### src/rtl/position_update_scheduler_if.sv
// Handshake/status bundle between the position-update scheduler and its neighbours.
// Latency: none (wires only).
// Backpressure: none; the scheduler paces the updaters through ready.
interface position_update_scheduler_if #(
    parameter int N_CELLS = 27,
    parameter int TS_W    = 32
);
    logic               start;
    logic               abort;
    logic [N_CELLS-1:0] upd_done;
    logic [N_CELLS-1:0] ring_valid;
    logic               ready;
    logic [1:0]         double_buffer;
    logic               busy;
    logic               phase_done;
    logic [TS_W-1:0]    timestep;
    logic               timeout_err;
    logic [31:0]        run_cycles;

    // Scheduler side: drives the updater controls and status.
    modport master (
        input  start, abort, upd_done, ring_valid,
        output ready, double_buffer, busy, phase_done, timestep, timeout_err, run_cycles
    );

    // Timestep controller / updater array side.
    modport slave (
        output start, abort, upd_done, ring_valid,
        input  ready, double_buffer, busy, phase_done, timestep, timeout_err, run_cycles
    );
endinterface

### src/rtl/position_update_scheduler.sv
// Sequences one position-update timestep: arm, release, wait for quiet, swap buffers, pulse done.
// Latency: ARM_CYCLES + (>= QUIET_CYCLES RUN) + SWAP + DONE cycles from start to phase_done.
// Backpressure: start ignored while busy; abort returns to IDLE from any active state.
module position_update_scheduler #(
    parameter int ARM_CYCLES   = 2,
    parameter int QUIET_CYCLES = 27,
    parameter int TIMEOUT      = 4096
) (
    input  logic                        clk,
    input  logic                        rst,
    position_update_scheduler_if.master bus
);
    localparam int ARM_W = (ARM_CYCLES > 1) ? $clog2(ARM_CYCLES) : 1;
    localparam int QW    = $clog2(QUIET_CYCLES + 1);

    typedef enum logic [2:0] {
        IDLE,
        ARM,
        RUN,
        SWAP,
        DONE,
        ERR
    } state_t;

    state_t           state;
    logic [ARM_W-1:0] arm_cnt;
    logic [31:0]      run_cnt;
    logic [QW-1:0]    quiet_cnt;
    logic             quiet;

    // Phase is quiet when every updater is done and no particle sits on the migration ring.
    assign quiet = (&bus.upd_done) && !(|bus.ring_valid);

    // Phase FSM; all outputs registered and reflect the state they are entered with.
    always_ff @(posedge clk or negedge rst) begin
        if (!rst) begin
            state             <= IDLE;
            arm_cnt           <= '0;
            run_cnt           <= '0;
            quiet_cnt         <= '0;
            bus.ready         <= 1'b0;
            bus.double_buffer <= 2'b01;
            bus.busy          <= 1'b0;
            bus.phase_done    <= 1'b0;
            bus.timestep      <= '0;
            bus.timeout_err   <= 1'b0;
            bus.run_cycles    <= '0;
        end else begin
            bus.phase_done <= 1'b0;
            if (bus.abort && state != IDLE) begin
                // Abort keeps whatever swap/increment already happened and the error flag.
                state          <= IDLE;
                bus.ready      <= 1'b0;
                bus.busy       <= 1'b0;
                bus.run_cycles <= run_cnt;
            end else begin
                case (state)
                    IDLE: begin
                        if (bus.start) begin
                            state           <= ARM;
                            arm_cnt         <= ARM_W'(ARM_CYCLES - 1);
                            run_cnt         <= '0;
                            quiet_cnt       <= '0;
                            bus.timeout_err <= 1'b0;
                            bus.busy        <= 1'b1;
                        end
                    end
                    ARM: begin
                        // Updaters latch their base address while ready is low.
                        if (arm_cnt == '0) begin
                            state     <= RUN;
                            bus.ready <= 1'b1;
                        end else begin
                            arm_cnt <= arm_cnt - 1'b1;
                        end
                    end
                    RUN: begin
                        if (run_cnt != '1) begin
                            run_cnt <= run_cnt + 1'b1;
                        end
                        // Done is a live level: any disturbance restarts the quiet window.
                        quiet_cnt <= quiet ? quiet_cnt + 1'b1 : '0;
                        if (quiet && quiet_cnt == QW'(QUIET_CYCLES - 1)) begin
                            state             <= SWAP;
                            bus.ready         <= 1'b0;
                            bus.double_buffer <= {bus.double_buffer[0], bus.double_buffer[1]};
                        end else if (run_cnt == 32'(TIMEOUT - 1)) begin
                            state           <= ERR;
                            bus.ready       <= 1'b0;
                            bus.timeout_err <= 1'b1;
                        end
                    end
                    SWAP: begin
                        state          <= DONE;
                        bus.run_cycles <= run_cnt;
                        bus.phase_done <= 1'b1;
                        bus.timestep   <= bus.timestep + 1'b1;
                    end
                    DONE: begin
                        state    <= IDLE;
                        bus.busy <= 1'b0;
                    end
                    ERR: begin
                        // Parked until abort or reset.
                        state <= ERR;
                    end
                    default: begin
                        state     <= IDLE;
                        bus.ready <= 1'b0;
                        bus.busy  <= 1'b0;
                    end
                endcase
            end
        end
    end
endmodule

### src/flat_wrapper.sv
// flat-port wrapper written by rule: the top's interface ports become plain ports
module position_update_scheduler_flat 
#(
    parameter int ARM_CYCLES   = 2,
    parameter int QUIET_CYCLES = 27,
    parameter int TIMEOUT      = 4096
)
  (clk, rst, bus_start, bus_abort, bus_upd_done, bus_ring_valid, bus_ready, bus_double_buffer, bus_busy, bus_phase_done, bus_timestep, bus_timeout_err, bus_run_cycles);
  position_update_scheduler_if #(.N_CELLS((27)), .TS_W(32)) bus_i ();
  input  logic clk;
  input  logic rst;
  input wire logic [$bits(bus_i.start)-1:0] bus_start;
  input wire logic [$bits(bus_i.abort)-1:0] bus_abort;
  input wire logic [$bits(bus_i.upd_done)-1:0] bus_upd_done;
  input wire logic [$bits(bus_i.ring_valid)-1:0] bus_ring_valid;
  output wire logic [$bits(bus_i.ready)-1:0] bus_ready;
  output wire logic [$bits(bus_i.double_buffer)-1:0] bus_double_buffer;
  output wire logic [$bits(bus_i.busy)-1:0] bus_busy;
  output wire logic [$bits(bus_i.phase_done)-1:0] bus_phase_done;
  output wire logic [$bits(bus_i.timestep)-1:0] bus_timestep;
  output wire logic [$bits(bus_i.timeout_err)-1:0] bus_timeout_err;
  output wire logic [$bits(bus_i.run_cycles)-1:0] bus_run_cycles;
  assign bus_i.start = bus_start;
  assign bus_i.abort = bus_abort;
  assign bus_i.upd_done = bus_upd_done;
  assign bus_i.ring_valid = bus_ring_valid;
  assign bus_ready = bus_i.ready;
  assign bus_double_buffer = bus_i.double_buffer;
  assign bus_busy = bus_i.busy;
  assign bus_phase_done = bus_i.phase_done;
  assign bus_timestep = bus_i.timestep;
  assign bus_timeout_err = bus_i.timeout_err;
  assign bus_run_cycles = bus_i.run_cycles;
  position_update_scheduler #(.ARM_CYCLES(ARM_CYCLES), .QUIET_CYCLES(QUIET_CYCLES), .TIMEOUT(TIMEOUT)) u_core (.clk(clk), .rst(rst), .bus(bus_i));
endmodule
### config.mk
export PLATFORM = sky130hd
export DESIGN_NAME = position_update_scheduler_flat
export DESIGN_NICKNAME = d
export VERILOG_FILES = /design/src/rtl/position_update_scheduler_if.sv /design/src/rtl/position_update_scheduler.sv /design/src/flat_wrapper.sv
export SDC_FILE = /design/constraint.sdc
export NUM_CORES = 1
export LEC_CHECK = 0
export ABC_AREA = 1
export CAP_MARGIN = 20
export CORE_MARGIN = 5
export CORE_UTILIZATION = 35
export CTS_BUF_LIST = sky130_fd_sc_hd__clkbuf_2 sky130_fd_sc_hd__clkbuf_4 sky130_fd_sc_hd__clkbuf_8
export CTS_CLUSTER_SIZE = 30
export DETAILED_ROUTE_END_ITERATION = 6
export SETUP_SLACK_MARGIN = 0.02
export SYNTH_ARGS = -nofsm -noshare
export SYNTH_HDL_FRONTEND = slang
export SYNTH_SLANG_ARGS = --single-unit
### constraint.sdc
create_clock -name clk -period 4 [get_ports clk]
set_input_delay 1.2 -clock clk [delete_from_list [all_inputs] [get_ports clk]]
set_output_delay 1.2 -clock clk [all_outputs]
set_load 0.005 [all_outputs]
==> results.yml <==
floorplan:
  die_area_sq_um: 20300
  start_util: 0.357
  rows: 48
  die_w_um: 143
  core_area_sq_um: 17200
  num_io_pins: 128
  die_y_um: 143
clocking:
  postCtsSetupBuffers: 0
  root_buffer: "clkbuf_8"
  cts_buffers: 9
  clkTransAtPathRegs_ns: 0.10
  clock_path_buffers: 2
  cts_tree: "built"
  cts-hold-fix-buffers: 0
  htreeDepth: 3
  clock_sinks: 111
  cts_resized: 0
  clock_latency_ns: 0.39
synth:
  netlist_area_sq_um: 6150
  avgSynthCellArea_sq_um: 7.63
  ys_ff_latch: 111
  ys_top_cells_by_area: "dfrtp_1 45%, nand2_1 12%, nor2_1 8.2%, inv_1 4.8%, xor2_1 3.6%"
  yosysWarningCount: 0
  seq_area_frac_synth: 0.452
  yosysTopAreaCellShare: 0.448
  synth_fp_nets: 868
  ys_types: 34
  syn_inst: 806
  synth_top_area_cell: "dfrtp_1"
grt:
  grt_pass1_wl_mm: 27.1
  grt_use_total: 0.166
  antenna_found_initial: 0
  grt_start_max_net_pins: 55
  grt_pass1_vias: 5307
  overflow: 0
timing:
  fin_tns_setup_ns: 0
  max_slew_margin: 0.532
  hold_violations: 0
  rsz0062_at_grt: "false"
  setup_slack_ns: 1.17
  whs_ns: 0.503
  period_share: 0.707
  fmax_mhz: 354
  fin_crit_ns: 2.83
  final.setup_skew_ns: 0.0146
  slew_viol_final: 0
  setup_viol: 0
  tightest_slew_ns: 0.703
detailed_routing:
  drc: 0
  first_pass_iters: 5
  final_antenna_net_count: 0
  dr.first_iter.drc_count: 344
  routed_wl_mm: 16.3
  vias: 5555
  wire_per_inst_um: 14.0
  routed_via_density: 4.77
layout:
  num_antenna_cells: 0
  fin_util: 0.458
  fill_cells: 1746
  syn_to_final_growth_pct: 28.5
  drive_gt1_frac: 0.0638
  fin_cells: 1165
  final_cell_area_sq_um: 7900
  nets: 997
pwr:
  vdd_drop_max_uv: 286
  finalPower_mw: 3.45
  power_switching_mw: 1.16
  clockPowerShare: 0.237
  p_leak_nw: 3.36
  p_per_area_nw_per_um2: 437
  switching_share: 0.336
  power_frac_seq: 0.420
  combPwrFrac: 0.343
  p_int_mw: 2.29
run:
  drv_cap: 0
setup_path:
  cp_slowest_stage_delay_ns: 0.55
  cp_data_required_time_ns: 4.32
  critPathTopFamily: "buffers and inverters"
  cp_cell_sequence: "clkdlybuf4s50_1 > inv_1 > nor2_1 > inv_1 > nand2_2 > buf_4 > nor2_1 > a21oi_1"
  critPathBufInv: 4
  setup.worst_path.end_class: "register"
  critPathArrivalTime_ns: 3.14
  cp_max_fo: 31
  crit_type: "input pin to register"
  worst_setup_path_start_kind: "input pin"
  slowest_stage: "clkdlybuf4s50_1"
placement:
  port_buffers: 127
  dp_slack_ns: 0.748
  dpl.hpwl_mm: 12.6
  place.gp.congestion: 0.898
  dp_cells: 1149
  post_dp_cell_area_sq_um: 7660
min_path:
  hp-class: "register to register"
status:
  outcome: "completed"
[per-layer routing]
metal	part of all wire	global-route usage
met1	0.48	0.226
met2	0.47	0.267
met3	0.039	0.0380
met4	0.013	0.0410
met5	0	0
[cells in the mapped netlist, drive strengths merged]
master,number
nand3b,4
and2,1
buf,13
ha,4
nand3,42
dfstp,1
a21oi,34
o21ai,42
nand2,199
o21bai,2
mux2,10
o21a,1
nand4,30
nor3,36
inv,82
o31ai,7
xnor2,14
xor2,25
clkbuf,3
nor2,142
or2,4
dfrtp,110
[registers in the layout, indices dropped and copies added, names as in the netlist]
register                  count
u_core.bus.timestep          32
u_core.bus.run_cycles        32
u_core.bus.phase_done         1
u_core.quiet_cnt              5
u_core.bus.timeout_err        1
u_core.arm_cnt                1
u_core.bus.ready              1
u_core.run_cnt               32
u_core.bus.double_buffer      2
u_core.state                  3
u_core.bus.busy               1
[logic make-up (layout without fill, tap and decap cells)]
family	after synthesis	after routing	share of synthesized area
compound gates	86	86	0.0741
xor+xnor	39	39	0.0556
fa+ha+maj	4	4	0.00814
buf+inv	98	232	0.0672
flops	111	111	0.452
mux	10	10	0.0183
simple gates	458	458	0.325
[final timing paths]
check,slack (ns),startpoint,cells after the start,end
hold reg to reg,0.50,u_core.bus.ready,2,u_core.bus.ready
setup reg to reg,1.71,u_core.run_cnt[0],10,u_core.run_cnt[11]
setup / recovery,1.17,bus_abort,8,u_core.bus.run_cycles[18]
hold / removal,0.50,u_core.bus.ready,2,u_core.bus.ready
min in group asynchronous,0.85,rst,1,u_core.bus.run_cycles[26]
max in group asynchronous,2.44,rst,2,u_core.run_cnt[1]
[worst reg2reg max path, cell delays in order (launching register included)]
cell	delay, ns
dfrtp_1	0.45
ha_1	0.29
nand3_1	0.20
inv_1	0.08
nand2_1	0.21
nor2_2	0.10
nand2_1	0.09
nand2_2	0.05
inv_2	0.44
nand4_1	0.17
o21ai_1	0.13
[cells in the final DEF (no fill, tap or decap), types with 4 or more instances in the layout]
master and n:
nand4_1 30, or2_2 4, ha_1 4, nand3_1 39, dfrtp_1 110, o21ai_1 17, xnor2_1 14, mux2_2 10
nor2_1 134, xor2_1 25, clkbuf_8 9, o31ai_1 7, nand2_1 196, clkdlybuf4s50_1 126, nor2_2 5, inv_1 79
buf_4 7, nor3_1 33, o21ai_0 25, a21oi_1 34
[power by group through the flow]
stage	Sequential, mW	Clock (mW)	Combinational (mW)
3_3_place_gp	1.47	0	1.19
3_5_place_dp	1.47	0	1.20
6_report	1.45	0.819	1.18
2_1_floorplan	1.47	0	0.650
4_1_cts	1.45	0.852	1.21
5_1_grt	1.48	0.893	1.33
[area by class of cell]
cell class                 instances  area, sq um  area share
sequential                       111         2780       0.352
clock buffer                       9          124      0.0157
tap                              225          282      0.0356
timing repair buffer             134         1330       0.169
multi-input combinational        597         2960       0.374
inverter                          82          308      0.0390
clock inverter                     7          119      0.0150
No activity file was read; power rests on OpenSTA's default activity.
